**src/rtl/imem_fetch_sequencer_if.sv**
```systemverilog
// Bus between the fetch sequencer, the instruction memory and the execute stage.
// master = sequencer side, slave = memory/execute side.
interface imem_fetch_sequencer_if #(
    parameter int ADDR_W  = 6,
    parameter int INSTR_W = 17
);
    logic [ADDR_W-1:0]  imem_addr;
    logic [INSTR_W-1:0] imem_rdata;
    logic               IR_enable;
    logic [INSTR_W-1:0] ir;
    logic               ir_valid;
    logic               exec_done;
    logic               jump_req;
    logic [ADDR_W-1:0]  jump_target;
    logic               skip_req;
    logic [3:0]         skip_cnt;

    modport master (
        output imem_addr, IR_enable, ir, ir_valid,
        input  imem_rdata, exec_done, jump_req, jump_target, skip_req, skip_cnt
    );

    modport slave (
        input  imem_addr, IR_enable, ir, ir_valid,
        output imem_rdata, exec_done, jump_req, jump_target, skip_req, skip_cnt
    );
endinterface

```
**src/rtl/imem_fetch_sequencer.sv**
```systemverilog
// Instruction fetch sequencer: owns the PC, latches the IR, hands it to execute, halts on a zero word.
// Define FETCH_PERF_CNT_EN to add the retired_cnt / skip_cnt_total performance counters.
module imem_fetch_sequencer #(
    parameter int ADDR_W   = 6,
    parameter int INSTR_W  = 17,
    parameter int RESET_PC = 1
) (
    input  logic                          clk,
    input  logic                          rst_n,
    input  logic                          start,
    imem_fetch_sequencer_if.master        bus,
    output logic                          halted,
    output logic [ADDR_W-1:0]             pc
`ifdef FETCH_PERF_CNT_EN
    ,
    output logic [15:0]                   retired_cnt,
    output logic [15:0]                   skip_cnt_total
`endif
);

    typedef enum logic [2:0] {IDLE, FETCH, LATCH, EXEC, HALT} state_t;

    localparam logic [ADDR_W-1:0] PC_RST = ADDR_W'(RESET_PC);

    state_t             state, state_nxt;
    logic [ADDR_W-1:0]  pc_q, pc_nxt;
    logic [INSTR_W-1:0] ir_q;
    logic               ir_load;

    // PC arithmetic wraps silently modulo the memory depth.
    function automatic logic [ADDR_W-1:0] pc_advance(input logic [ADDR_W-1:0] base,
                                                     input logic [3:0]        cnt);
        return base + ADDR_W'(cnt) + ADDR_W'(1);
    endfunction

    always_ff @(posedge clk or negedge rst_n) begin
        if (!rst_n) state <= IDLE;
        else        state <= state_nxt;
    end

    always_comb begin
        state_nxt = state;
        pc_nxt    = pc_q;
        ir_load   = 1'b0;
        case (state)
            IDLE, HALT: begin
                if (start) begin
                    state_nxt = FETCH;
                    pc_nxt    = PC_RST;
                end
            end
            FETCH: state_nxt = LATCH;
            LATCH: begin
                ir_load   = 1'b1;
                state_nxt = (bus.imem_rdata == '0) ? HALT : EXEC;
            end
            EXEC: begin
                if (bus.exec_done) begin
                    state_nxt = FETCH;
                    if (bus.jump_req)      pc_nxt = bus.jump_target;
                    else if (bus.skip_req) pc_nxt = pc_advance(pc_q, bus.skip_cnt);
                    else                   pc_nxt = pc_advance(pc_q, 4'd0);
                end
            end
            default: state_nxt = IDLE;
        endcase
    end

    always_ff @(posedge clk or negedge rst_n) begin
        if (!rst_n) begin
            pc_q <= PC_RST;
            ir_q <= '0;
        end else begin
            pc_q <= pc_nxt;
            if (ir_load) ir_q <= bus.imem_rdata;
        end
    end

    assign bus.imem_addr = pc_q;
    assign bus.IR_enable = (state == LATCH);
    assign bus.ir_valid  = (state == EXEC);
    assign bus.ir        = ir_q;
    assign halted        = (state == HALT);
    assign pc            = pc_q;

`ifdef FETCH_PERF_CNT_EN
    logic restart, accept, skip_taken;
    logic [15:0] retired_q, skip_tot_q;

    function automatic logic [15:0] sat_inc(input logic [15:0] v);
        return (v == 16'hFFFF) ? v : v + 16'd1;
    endfunction

    assign restart    = ((state == IDLE) || (state == HALT)) && start;
    assign accept     = (state == EXEC) && bus.exec_done;
    // A skip overridden by a simultaneous jump is not counted.
    assign skip_taken = accept && bus.skip_req && !bus.jump_req;

    always_ff @(posedge clk or negedge rst_n) begin
        if (!rst_n) begin
            retired_q  <= '0;
            skip_tot_q <= '0;
        end else if (restart) begin
            retired_q  <= '0;
            skip_tot_q <= '0;
        end else begin
            if (accept)     retired_q  <= sat_inc(retired_q);
            if (skip_taken) skip_tot_q <= sat_inc(skip_tot_q);
        end
    end

    assign retired_cnt    = retired_q;
    assign skip_cnt_total = skip_tot_q;
`endif

endmodule

```
**src/flat_wrapper.sv**
```systemverilog
// flat-port wrapper written by rule: the top's interface ports become plain ports
module imem_fetch_sequencer_flat 
#(
    parameter int ADDR_W   = 6,
    parameter int INSTR_W  = 17,
    parameter int RESET_PC = 1
)
  (clk, rst_n, start, halted, pc, bus_imem_addr, bus_IR_enable, bus_ir, bus_ir_valid, bus_imem_rdata, bus_exec_done, bus_jump_req, bus_jump_target, bus_skip_req, bus_skip_cnt);
  imem_fetch_sequencer_if #(.ADDR_W(ADDR_W), .INSTR_W(INSTR_W)) bus_i ();
  input  logic clk;
  input  logic rst_n;
  input  logic start;
  output logic halted;
  output logic [ADDR_W-1:0] pc;
  output wire logic [$bits(bus_i.imem_addr)-1:0] bus_imem_addr;
  output wire logic [$bits(bus_i.IR_enable)-1:0] bus_IR_enable;
  output wire logic [$bits(bus_i.ir)-1:0] bus_ir;
  output wire logic [$bits(bus_i.ir_valid)-1:0] bus_ir_valid;
  input wire logic [$bits(bus_i.imem_rdata)-1:0] bus_imem_rdata;
  input wire logic [$bits(bus_i.exec_done)-1:0] bus_exec_done;
  input wire logic [$bits(bus_i.jump_req)-1:0] bus_jump_req;
  input wire logic [$bits(bus_i.jump_target)-1:0] bus_jump_target;
  input wire logic [$bits(bus_i.skip_req)-1:0] bus_skip_req;
  input wire logic [$bits(bus_i.skip_cnt)-1:0] bus_skip_cnt;
  assign bus_imem_addr = bus_i.imem_addr;
  assign bus_IR_enable = bus_i.IR_enable;
  assign bus_ir = bus_i.ir;
  assign bus_ir_valid = bus_i.ir_valid;
  assign bus_i.imem_rdata = bus_imem_rdata;
  assign bus_i.exec_done = bus_exec_done;
  assign bus_i.jump_req = bus_jump_req;
  assign bus_i.jump_target = bus_jump_target;
  assign bus_i.skip_req = bus_skip_req;
  assign bus_i.skip_cnt = bus_skip_cnt;
  imem_fetch_sequencer #(.ADDR_W(ADDR_W), .INSTR_W(INSTR_W), .RESET_PC(RESET_PC)) u_core (.clk(clk), .rst_n(rst_n), .start(start), .bus(bus_i), .halted(halted), .pc(pc));
endmodule
```
**config.mk**
```make
export PLATFORM = sky130hd
export DESIGN_NAME = imem_fetch_sequencer_flat
export DESIGN_NICKNAME = d
export VERILOG_FILES = /design/src/rtl/imem_fetch_sequencer_if.sv /design/src/rtl/imem_fetch_sequencer.sv /design/src/flat_wrapper.sv
export SDC_FILE = /design/constraint.sdc
export NUM_CORES = 1
export LEC_CHECK = 0
export ABC_AREA = 0
export CAP_MARGIN = 0
export CORE_UTILIZATION = 35
export CTS_CLUSTER_SIZE = 25
export DETAILED_ROUTE_END_ITERATION = 10
export PLACE_DENSITY = 0.69
export REMOVE_ABC_BUFFERS = 1
export SYNTH_ARGS = -nofsm -noshare
export SYNTH_HDL_FRONTEND = slang
export SYNTH_SLANG_ARGS = --single-unit
```
**constraint.sdc**
```tcl
create_clock -name clk -period 2.8 [get_ports clk]
set_clock_uncertainty 0.1 [all_clocks]
set_input_delay 0.28 -clock clk [delete_from_list [all_inputs] [get_ports clk]]
set_output_delay 0.28 -clock clk [all_outputs]
set_load 0.01 [all_outputs]
```
Yosys cells after proc, flatten, opt, wreduce, memory -nomap -nowiden:

Index checks and enable logic that the tools add are counted.
W data, S select, Z words.

* input bits: 33
* output and inout bits: 32
* register bits after elaboration: 26

* reductions and logical operators: 6
* add/sub/neg operators: 3
* mux-type cells: 10
* eq/ne operators: 6

Operators by type and width (number)
* $mux W6: 4
* $logic_not A17 Y1: 1
* $add A6 B1 Y6 const B: 2
* $pmux W3 S4: 1
* $pmux W6 S2: 1
* $mux W3: 3
* $add A6 B4 Y6: 1
* $eq A3 B2 Y1 const B: 2
* $eq A3 B1 Y1 const B: 1
* $eq A3 B3 Y1 const B: 1
* $logic_not A3 Y1: 1
* $reduce_and A3 Y1: 1
* $ne A2 B1 Y1 const B: 1
* $ne A2 B2 Y1 const B: 1
* $reduce_and A2 Y1: 1
* $reduce_bool A2 Y1: 1
* $reduce_or A2 Y1: 1
* $mux W1: 1

Logic depth before layout (Yosys ltp):

* word-level depth: 6
* depth in mapped cells: 8

Worst setup path before layout:

OpenSTA, ideal clock, no wires.

* path type: register to register
* from: reg u_core.pc_q[2], in the netlist u_core.bus.imem_addr[2]
* to: reg u_core.pc_q[4], in the netlist u_core.bus.imem_addr[4]
* stages on the path, launching flop included: 7
* path slack: 0.764 ns
* arrival time: 1.866 ns
* cell sequence: dfrtp_1 ha_1 nor2b_1 o21ai_0 a31oi_1 or4b_2 nand3_1

* longest elaborated chain between the ends: 6

Ends and longest elaborated chain
* start, declared: line imem_fetch_sequencer.sv:26 `logic [ADDR_W-1:0] pc_q, pc_nxt;`
* start signal, assigned: line imem_fetch_sequencer.sv:74 `pc_q <= pc_nxt;`
* $add A6 B4 Y6: line imem_fetch_sequencer.sv:33 `return base + ADDR_W'(cnt) + ADDR_W'(1);`
* $add A6 B1 Y6: line imem_fetch_sequencer.sv:33
* $mux W6 *: line imem_fetch_sequencer.sv:61 `else if (bus.skip_req) pc_nxt = pc_advance(pc_q, bus.skip_cnt);`
* $mux W6 *: line imem_fetch_sequencer.sv:60 `if (bus.jump_req) pc_nxt = bus.jump_target;`
* $mux W6 *: line imem_fetch_sequencer.sv:58 `if (bus.exec_done) begin`
* $pmux W6 S2 *: line imem_fetch_sequencer.sv:45 `case (state)`

Mark *: on every way between the ends. The rest lies on a longest branch, timed or not. The select of a mux whose other input is x is not followed.
A chain may end at the register's enable or synchronous reset.

Worst setup path after layout:

* from: reg u_core.state[1]
* to: out bus_IR_enable

* longest elaborated chain between the ends: 1

Ends and longest elaborated chain
* start, declared: line imem_fetch_sequencer.sv:25 `state_t state, state_nxt;`
* start signal, assigned: line imem_fetch_sequencer.sv:38 `else state <= state_nxt;`
* $eq A3 B2 Y1: line imem_fetch_sequencer.sv:80 `assign bus.IR_enable = (state == LATCH);`
* end, declared: line flat_wrapper.sv:16 `output wire logic [$bits(bus_i.IR_enable)-1:0] bus_IR_enable;`

No other way between the ends.

==> impl_results.md <==
* Status: finished, final reports clean
* H-tree levels at 1
* Die X at approximately 66 um
* Setup Viol. Count Final at 0
* Vias in the first global route at between 1,000 and 1,500
* Relative slew margins at between 60 and 70%
* Longest Clk Path Bufs at 2
* RSZ-0062 raised after global routing: false
* Via-per-instance ratio at 5.181
* CTS tree: done
* Worst hold slack at between 200 and 300 ps
* Root buffer cell: clkbuf_8
* Final Power at between 2000 and 2500 uW
* Critical path type: reg -> out
* Gr ovfl total at 0
* Fin Setup TNS at 0 ps
* DRC at 0
* Post-Synthesis Cells at between 100 and 150
* Syn-to-layout area delta at 51.18%
* Global-route wire length before repair at between 5000 and 6000 um
* Tmin final at about 2300 ps
* Synth Register Bits at 26
* GPL Wtd Cong at between 0.8 and 0.9
* Arrival @ worst endpoint at between 1500 and 2000 ps
* First-pass DRT Iterations at 4
* Synth area leader: dfrtp_1
* Most common cell after layout, fill and taps aside: clkdlybuf4s50_1
* Post-Syn Area at approximately 1400 um^2
* Setup crit start: u_core.state[1]$_DFFE_PN0P_
* Max-cap violation count at 0
* Switching share of total power at ~34%
* Diode count at 0
* DP HPWL at roughly 2500 um
* Reg-to-Reg Start: u_core.bus.imem_addr[0]$_DFFE_PN1P_
* Global Route Usage Sum at between 15 and 20%
* Clk sinks at 26
* Routed wire length at between 3000 and 4000 um
* Area share of the largest cell type after synthesis at 43.74%
* Iteration-0 DRC Markers at 50
* Post-synth cell types at 36
* Row cnt at 22
* Post-Place Cell Area at ~2100 um^2
* Core area at roughly 3800 um^2
* Full die area at ~4300 um^2
* Sequential share of power at between 30% and 40%
* Layout net count at approximately 240
* Worst Path Max Fanout at 18
* Fill cell instance count of the final layout at 316
* Comb pwr share at a little over half
* Register area share after synthesis at ~46%
* Worst-Margin Slew at about 550 ps
* Largest net degree at the start of global routing at 27
* Worst Hold Class: in -> async
* Die Ht at ~66 um
* Post-CTS Setup Bufs at 0
* Total vias in the final route at about 1,300
* Clk pin slew, worst setup/hold paths at 100 ps
* Main synth FF type: dfrtp_1
* Critical path launch point type: flip-flop
* Post-synth EDFFs at 0
* Most frequent cells in the layout: clkdlybuf4s50_1, dfrtp_1, mux2_2
* Initial core utilization at a little under two fifths
* Lkg Pwr at 0.0008843 uW
* Hold Buf Count CTS at 0
* Clk_lat worst skew at around 270 ps
* Crit. End Element: output port
* Placed Instances at roughly 240
* Sw Pwr at ~730 uW
* Number of gates resized after CTS at 0
* Area contributors post-synth: dfrtp_1, mux2_2, ha_1
* Worst Path Required at between 2000 and 2500 ps
* Final slew viol count at 0
* Port Buf Inserts at 64
* I/O Pins at 65
* Syn_area_per_cell at about 11 um^2
* Post-route cell area at 2162 um^2
* Design internal power at between 1000 and 1500 uW
* Clock power share at between 10% and 20%
* WL/cell at 14.04 um
* Layout Cells excl Fill at 243
* Syn. warnings at 0
* Fmax at about 440 MHz
* Antenna violations before repair at 0
* Async set or reset register ratio after synthesis at 100.0%
* Final antenna-violating net count at 0
* VDD IR max at ~650 uV
* Tcrit/Tclk final at approximately four fifths
* PwrDens at between 1000 and 1500 nW/um^2
* CTS buffer count at 3
* Fin. Hold Viols at 0
* Layout cells sized above 1 at 14.36%
final timing paths:
kind | end | slack, ps | cells past startpoint
max reg2reg | u_core.bus.imem_addr[4]$_DFFE_PN0P_ | 670 | 8
max in group asynchronous | u_core.bus.imem_addr[0]$_DFFE_PN1P_ | 2040 | 2
min in group clk | u_core.bus.ir[5]$_DFFE_PN0P_ | 410 | 1
min reg2reg | u_core.bus.ir[5]$_DFFE_PN0P_ | 410 | 1
max | bus_IR_enable | 520 | 4
min | u_core.bus.ir[16]$_DFFE_PN0P_ | 260 | 2
per-layer routing:
metal / GRT usage [%] / part of all wire [%] / vias up
li1: - / - / 603
met2: 29.08 / 48 / 45
met3: 6.724 / 8.9 / 2
met5: 0 / 0 / -
met4: 2.989 / 0.41 / 0
met1: 21.98 / 42 / 609
kinds of logic after synthesis:
group           after synthesis  share of synthesized area [%]
xor+xnor                      4                          2.450
compound gates               26                          11.55
mux                          18                          14.09
simple gates                 38                          14.61
buf+inv                      16                          5.949
fa+ha+maj                     6                          5.774
flops                        26                          45.58
final cells by class:
type,instances,area [um^2],area share [%]
well taps,48,60.06,2.778
inverters,6,22.52,1.042
clock inverters,1,30.03,1.389
multi-input cells,92,693.2,32.06
flip-flops and latches,26,651.9,30.15
repair buffers,67,663.1,30.67
clock buffers,3,41.29,1.910
critical path: stages (launching register included):
cell	delay, ps
dfrtp_1	440
nor2b_1	200
nor2b_1	150
buf_4	250
clkdlybuf4s50_1	590
Yosys cell counts (all sizes together), types with 2 or more instances:
| master | n |
|---|---|
| buf | 8 |
| dfrtp | 25 |
| nand3 | 2 |
| a32oi | 3 |
| a211oi | 4 |
| nor2b | 3 |
| nor4 | 3 |
| a31oi | 2 |
| and2 | 2 |
| xnor2 | 2 |
| mux2 | 17 |
| a21oi | 9 |
| nor2 | 8 |
| nand2 | 9 |
| xor2 | 2 |
| or3b | 2 |
| inv | 6 |
| ha | 5 |
| nor3 | 2 |
| o21ai | 5 |
| clkbuf | 2 |
power by group through the flow:
stage	logic [uW]	clock network [uW]	registers, uW
after floorplan	475	0	789
final	1150	316	706
after global routing	1260	340	737
after detailed placement	1150	0	716
after global placement	1140	0	703
after CTS	1170	323	713
state kept, by name, indices dropped and copies added (netlist names):
name,flops
u_core.bus.imem_addr,6
u_core.bus.ir,17
u_core.state,3
metrics by stage:
step,worst slack (ps),utilization [%]
floorplan,687.4,-
global placement,432.5,55.04
detailed placement,434.6,55.04
CTS,506.8,56.92
global route,415.4,56.92
finish,523.2,56.92
Note: power is estimated with default switching activity, not from simulation.
